### config.mk
export PLATFORM = sky130hd
export DESIGN_NAME = line_render_sequencer
export DESIGN_NICKNAME = d
export VERILOG_FILES = /design/src/rtl/line_render_sequencer_pkg.sv /design/src/rtl/sat_counter8.sv /design/src/rtl/line_render_sequencer.sv
export SDC_FILE = /design/constraint.sdc
export NUM_CORES = 1
export LEC_CHECK = 0
export CAP_MARGIN = 20
export CORE_MARGIN = 5
export CORE_UTILIZATION = 50
export CTS_CLUSTER_DIAMETER = 100
export DETAILED_ROUTE_END_ITERATION = 8
export DONT_BUFFER_PORTS = 1
export PLACE_DENSITY_LB_ADDON = 0.08
export SETUP_SLACK_MARGIN = 0.02
export SLEW_MARGIN = 30
export SYNTH_ARGS = -nofsm -noshare
export SYNTH_HDL_FRONTEND = slang
export SYNTH_SLANG_ARGS = --single-unit
export TNS_END_PERCENT = 10
### constraint.sdc
create_clock -name clk -period 4.9 [get_ports clk]
set_input_delay 0.98 -clock clk [delete_from_list [all_inputs] [get_ports clk]]
set_output_delay 0.98 -clock clk [all_outputs]
set_load 0.02 [all_outputs]
### src/rtl/line_render_sequencer_pkg.sv
// rtl/line_render_sequencer_pkg.sv - shared state encoding, register map and stage order
package line_render_sequencer_pkg;

    typedef enum logic [2:0] {
        ST_IDLE = 3'd0,
        ST_L1   = 3'd1,
        ST_L2   = 3'd2,
        ST_SPR  = 3'd3,
        ST_DONE = 3'd4
    } state_t;

    localparam logic [1:0] REG_STATUS  = 2'd0;
    localparam logic [1:0] REG_OVR_CNT = 2'd1;
    localparam logic [1:0] REG_EN_MASK = 2'd2;

    // Bit i of the latched enable mask gates STAGE_ORDER[i].
    localparam state_t STAGE_ORDER [0:2] = '{ST_L1, ST_L2, ST_SPR};

endpackage

### src/rtl/sat_counter8.sv
// rtl/sat_counter8.sv - 8-bit saturating counter with synchronous clear and increment
module sat_counter8 (
    input  logic       clk,
    input  logic       rst_n,
    input  logic       clr,
    input  logic       inc,
    output logic [7:0] count
);

    always_ff @(posedge clk or negedge rst_n) begin
        if (!rst_n) begin
            count <= 8'd0;
        end else if (clr) begin
            count <= 8'd0;
        end else if (inc && count != 8'hFF) begin
            count <= count + 8'd1;
        end
    end

endmodule

### src/rtl/line_render_sequencer.sv
// rtl/line_render_sequencer.sv - per-line layer1/layer2/sprite render sequencing with overrun reporting
module line_render_sequencer
    import line_render_sequencer_pkg::*;
#(
    parameter int unsigned LAST_LINE = 479
) (
    input  logic       clk,
    input  logic       rst_n,
    input  logic [1:0] regs_addr,
    input  logic [7:0] regs_wrdata,
    input  logic       regs_write,
    output logic [7:0] regs_rddata,
    input  logic [8:0] display_line_idx,
    input  logic       display_start_of_line,
    input  logic       display_start_of_screen,
    input  logic       layer1_enabled,
    input  logic       layer2_enabled,
    input  logic       sprites_enabled,
    input  logic       layer1_done,
    input  logic       layer2_done,
    input  logic       sprites_done,
    output logic       layer1_start,
    output logic       layer2_start,
    output logic       sprites_start,
    output logic [8:0] render_line_idx,
    output logic       lb_wr_bank,
    output logic       busy
);

    localparam logic [8:0] LAST_LINE_IDX = 9'(LAST_LINE);

    state_t     state, state_d;
    logic       enter;
    logic [2:0] en_mask;
    logic [2:0] en_now;
    logic       overrun;
    logic       overrun_sticky;
    logic       sticky_clr;
    logic [7:0] frame_overruns;
    logic [7:0] last_frame_overruns;
    logic [8:0] ovr_sum;
    logic       unused_wrdata;

    // First enabled stage at or after order position from_pos, else DONE.
    function automatic state_t next_stage(input logic [2:0] mask, input int from_pos);
        state_t r;
        r = ST_DONE;
        for (int i = 2; i >= 0; i--) begin
            if (i >= from_pos && mask[i]) r = STAGE_ORDER[i];
        end
        return r;
    endfunction

    assign en_now  = {sprites_enabled, layer2_enabled, layer1_enabled};
    assign busy    = (state == ST_L1) || (state == ST_L2) || (state == ST_SPR);
    assign overrun = display_start_of_line && busy;

    always_comb begin
        state_d = state;
        enter   = 1'b0;
        if (display_start_of_line) begin
            state_d = next_stage(en_now, 0);
            enter   = 1'b1;
        end else begin
            case (state)
                ST_L1:   if (layer1_done)  begin state_d = next_stage(en_mask, 1); enter = 1'b1; end
                ST_L2:   if (layer2_done)  begin state_d = next_stage(en_mask, 2); enter = 1'b1; end
                ST_SPR:  if (sprites_done) begin state_d = ST_DONE;                enter = 1'b1; end
                ST_DONE: state_d = ST_IDLE;
                default: state_d = state;
            endcase
        end
    end

    always_ff @(posedge clk or negedge rst_n) begin
        if (!rst_n) state <= ST_IDLE;
        else        state <= state_d;
    end

    // A restart into the same stage still re-issues its start pulse.
    always_ff @(posedge clk or negedge rst_n) begin
        if (!rst_n) begin
            layer1_start  <= 1'b0;
            layer2_start  <= 1'b0;
            sprites_start <= 1'b0;
        end else begin
            layer1_start  <= enter && (state_d == ST_L1);
            layer2_start  <= enter && (state_d == ST_L2);
            sprites_start <= enter && (state_d == ST_SPR);
        end
    end

    always_ff @(posedge clk or negedge rst_n) begin
        if (!rst_n) begin
            render_line_idx <= 9'd0;
            en_mask         <= 3'd0;
            lb_wr_bank      <= 1'b0;
        end else begin
            if (display_start_of_line) begin
                render_line_idx <= (display_line_idx == LAST_LINE_IDX) ? 9'd0 : display_line_idx + 9'd1;
                en_mask         <= en_now;
            end
            if (display_start_of_screen)    lb_wr_bank <= 1'b0;
            else if (display_start_of_line) lb_wr_bank <= ~lb_wr_bank;
        end
    end

    assign sticky_clr = regs_write && (regs_addr == REG_STATUS) && regs_wrdata[7];
    assign unused_wrdata = ^regs_wrdata[6:0];

    always_ff @(posedge clk or negedge rst_n) begin
        if (!rst_n)          overrun_sticky <= 1'b0;
        else if (overrun)    overrun_sticky <= 1'b1;
        else if (sticky_clr) overrun_sticky <= 1'b0;
    end

    sat_counter8 u_frame_ovr (
        .clk   (clk),
        .rst_n (rst_n),
        .clr   (display_start_of_screen),
        .inc   (overrun),
        .count (frame_overruns)
    );

    // Snapshot includes an overrun landing on the frame boundary itself.
    assign ovr_sum = {1'b0, frame_overruns} + {8'd0, overrun};

    always_ff @(posedge clk or negedge rst_n) begin
        if (!rst_n)                       last_frame_overruns <= 8'd0;
        else if (display_start_of_screen) last_frame_overruns <= ovr_sum[8] ? 8'hFF : ovr_sum[7:0];
    end

    always_comb begin
        regs_rddata = 8'd0;
        case (regs_addr)
            REG_STATUS:  regs_rddata = {overrun_sticky, 3'b000, lb_wr_bank, state};
            REG_OVR_CNT: regs_rddata = last_frame_overruns;
            REG_EN_MASK: regs_rddata = {5'b00000, en_mask};
            default:     regs_rddata = 8'd0;
        endcase
    end

endmodule

==> results by group <==
Status
  • Outcome: complete, no violations

Global routing
  • Vias in the first global route: 1536
  • First-pass GRT wire length: 7190 um
  • Antenna violations before repair: 0
  • Total GRT Usage: 0.169
  • Largest net degree at the start of global routing: 37
  • GRT overflow: 0

Timing
  • Minimum clock period: 2.62 ns
  • Final-report max-slew violation count: 0
  • Max_slew headroom: 0.541
  • Clock skew: 0.00386 ns
  • Fin. Hold Viols: 0
  • Setup ws final: about 2.3 ns
  • Highest Clock Rate: 0.382 GHz
  • Min Hold Slack: 0.379 ns
  • Setup Viol. Count Final: 0
  • Least-Margin Pin Slew: 0.681 ns
  • RSZ-0062 raised after global routing: false
  • Period utilisation layout: 0.535
  • Fin Setup TNS: 0 ns

Logic synthesis
  • Post-synthesis compound-gate area fraction: 0.174
  • Synthesis Warnings: 0
  • Synth area leader: dfrtp_1
  • Synthesized flop and latch total: 36
  • Post-Syn Area: 2070 um2
  • Commonest register cell after synthesis: dfrtp_1
  • Sequential area share after synthesis: 0.435
  • Cells after Synth: 211
  • Top cells by area, synth: dfrtp_1, xor2_1, nor2_1
  • Synthesized Nets: 246
  • Share of flip-flops with an asynchronous set or reset: 1.00
  • Post-synthesis simple-gate area fraction: 0.174
  • Syn Area/Cell: 9.83 um2
  • EDFF count, synth: 0
  • Yosys cell types: 50
  • Mux cell area share after synthesis: 0.0610
  • Synth Area in Adders: 0.0302
  • Synth Area in XOR/XNOR: 0.0676
  • Synth top area share: 0.435
  • Largest family of logic cells by synthesized area: compound AO/OA/AOI/OAI gates

Critical path
  • Crit. End Element: output port
  • Setup CP Type: in2out
  • Crit path required time: between 3 and 4 ns
  • CP Cell Sequence: mux2i_1 > o21ai_0
  • Crit path buf inv count: 0
  • Worst Path Arrival: approximately 1.6 ns
  • Crit-path max FO: 8
  • CP delay by family, top: compound AO/OA/AOI/OAI gates
  • Slowest-stage cell, CP: o21ai_0
  • Kind of start point of the critical path: primary input
  • Largest stage delay on the critical path: 0.57 ns

Die
  • Site Rows: 23
  • Die height: 74.4 um
  • Initial Util: 0.518
  • Die Wd: 74.4 um
  • I/O pin total: between 50 and 60
  • Core area: 4000 um2
  • Die ar.: 5530 um2

Power
  • VDD IR-drop max: 203 uV
  • Static leakage: 0.953 nW
  • Power density cells: 323 nW/um2

Clocking
  • CTS Sinks: 36
  • Post-cts sizing count: 0
  • Longest Clk Path Bufs: 2
  • CTS clk-pin slew, worst paths: 0.07 ns
  • Postcts setup bufs: 0
  • Hold-fix buffers at CTS: 0
  • H-tree levels: 2
  • Root Driver: clkbuf_8
  • Num CTS Buffers: 5
  • Worst-skew pair later-pin latency: roughly 0.29 ns
  • CTS tree: done

Routing
  • DRT Pass-1 Iters: 4
  • WL/cell: 16.1 um
  • Vias: 1514
  • DRT iter0 DRCs: 50
  • Via/cell ratio: 5.85
  • Routed Antenna Nets: 0
  • Total routed wirelength: 4180 um
  • # DRC: 0

Placed design
  • Gpl congestion: 0.827
  • Area post-placement: 2060 um2
  • I/O Buffers: 0
  • Post-place setup slack: 2.27 ns
  • Placed cells: between 200 and 300
  • DP Wirelength: 3160 um

Min path
  • Hold Crit Class: in2async

Final layout
  • Final Cell Area: 2150 um2
  • Ant diodes: 0
  • Share of cells above drive strength 1: 0.100
  • Post-Layout Cell Count: ~260
  • Final nets: 243
  • Area growth syn-to-layout: 3.56%

Flow run
  • Max-cap violations: 0
==> flip-flops by register name, indices dropped and copies added, names as in the netlist <==
| signal | count |
|---|---|
| en_mask | 3 |
| last_frame_overruns | 8 |
| layer1_start | 1 |
| layer2_start | 1 |
| lb_wr_bank | 1 |
| overrun_sticky | 1 |
| render_line_idx | 9 |
| sprites_start | 1 |
| state | 3 |
| u_frame_ovr.count | 8 |
==> metal layers <==
| layer | wire [um] | GRT usage |
|---|---|---|
| met5 | 0 | 0 |
| met4 | 60 | 0.0613 |
| met3 | 300 | 0.0514 |
| met2 | 2050 | 0.278 |
| met1 | 1770 | 0.209 |
==> area by class of cell <==
type	instances	area, um2
Clock buffer	5	68.8
Clock inverter	3	18.8
Fill cell	362	1850
Inverter	11	46.3
Multi-Input combinational cell	154	1050
Sequential cell	36	901
Tap cell	50	62.6
==> kinds of logic after synthesis <==
| group | count (synthesis) |
|---|---|
| mux | 12 |
| simple gates | 71 |
| buf+inv | 21 |
| fa+ha+maj | 5 |
| flops | 36 |
| xor+xnor | 16 |
| compound gates | 50 |
==> Yosys cell counts (2+ instances only) <==
library cell  instances
inv_1                 9
xnor2_1               6
nor2_1               23
and2_1                3
o21ai_0              11
mux2_2                5
nand2b_1              2
nand3_1               6
nor2b_1               3
o31ai_1               3
clkbuf_1              3
nor3_1                2
mux2i_1               7
xor2_1               10
a21oi_1               7
o22ai_1               6
o22a_1                6
o211ai_1              2
ha_1                  5
nand3b_1              2
dfrtp_1              36
buf_6                 5
a31oi_1               3
or3_1                 2
nand2_1              17
nand4_1               3
==> placed cells by master, fill, tap and decap left out, types with 2 or more instances in the layout <==
cell type | netlist | layout
clkinv_4 | 1 | 2
o31ai_1 | 3 | 3
a21oi_1 | 7 | 7
o21ai_0 | 11 | 11
a31oi_1 | 3 | 3
mux2_2 | 5 | 5
nor2b_1 | 3 | 3
o211ai_1 | 2 | 2
and2_1 | 3 | 3
nand3b_1 | 2 | 2
inv_1 | 9 | 9
o22a_1 | 6 | 6
nor2_1 | 23 | 23
nand2b_1 | 2 | 2
clkinv_2 | 0 | 2
or3_1 | 2 | 2
xor2_1 | 10 | 10
nand2_1 | 17 | 17
ha_1 | 5 | 5
xnor2_1 | 6 | 6
nand3_1 | 6 | 6
mux2i_1 | 7 | 7
clkbuf_8 | 0 | 5
nor3_1 | 2 | 2
dfrtp_1 | 36 | 36
nand4_1 | 3 | 3
o22ai_1 | 6 | 6
==> worst register-to-register path, cell delays in order, from the launching register on <==
cell	delay [ns]
dfrtp_1	0.59
o21ba_4	0.28
nand2_4	0.09
clkinv_4	0.07
ha_1	0.14
ha_1	0.17
nand3_1	0.14
nor2_1	0.14
mux2_2	0.34
mux2_2	0.25
==> power breakdown <==
group	internal, mW	switching (mW)	total (mW)
Clock	0.0990	0.108	0.207
Sequential	0.326	0.0492	0.375
Combinational	0.0531	0.0585	0.112
Total	0.478	0.215	0.693
==> worst paths after layout <==
path	from	endpoint	slack, ns	cells after the start
worst max-delay path	regs_addr[0]	regs_rddata[0]	2.28	2
worst min-delay path	rst_n	state[2]$_DFF_PN0_	0.38	0
worst max register to register	state[0]$_DFF_PN0_	last_frame_overruns[6]$_DFFE_PN0P_	2.56	9
worst min register to register	last_frame_overruns[3]$_DFFE_PN0P_	last_frame_overruns[3]$_DFFE_PN0P_	0.50	1
max in group asynchronous	rst_n	u_frame_ovr.count[3]$_DFFE_PN0P_	4.43	0
min in group clk	last_frame_overruns[3]$_DFFE_PN0P_	last_frame_overruns[3]$_DFFE_PN0P_	0.50	1
==> per-stage QoR <==
stage          total power, mW  utilization
6_report                 0.693        0.537
3_3_place_gp             0.489        0.515
3_5_place_dp             0.494        0.515
2_1_floorplan            0.484            -
5_1_grt                  0.732        0.537
4_1_cts                  0.702        0.537
No activity file was read; power rests on OpenSTA's default activity.
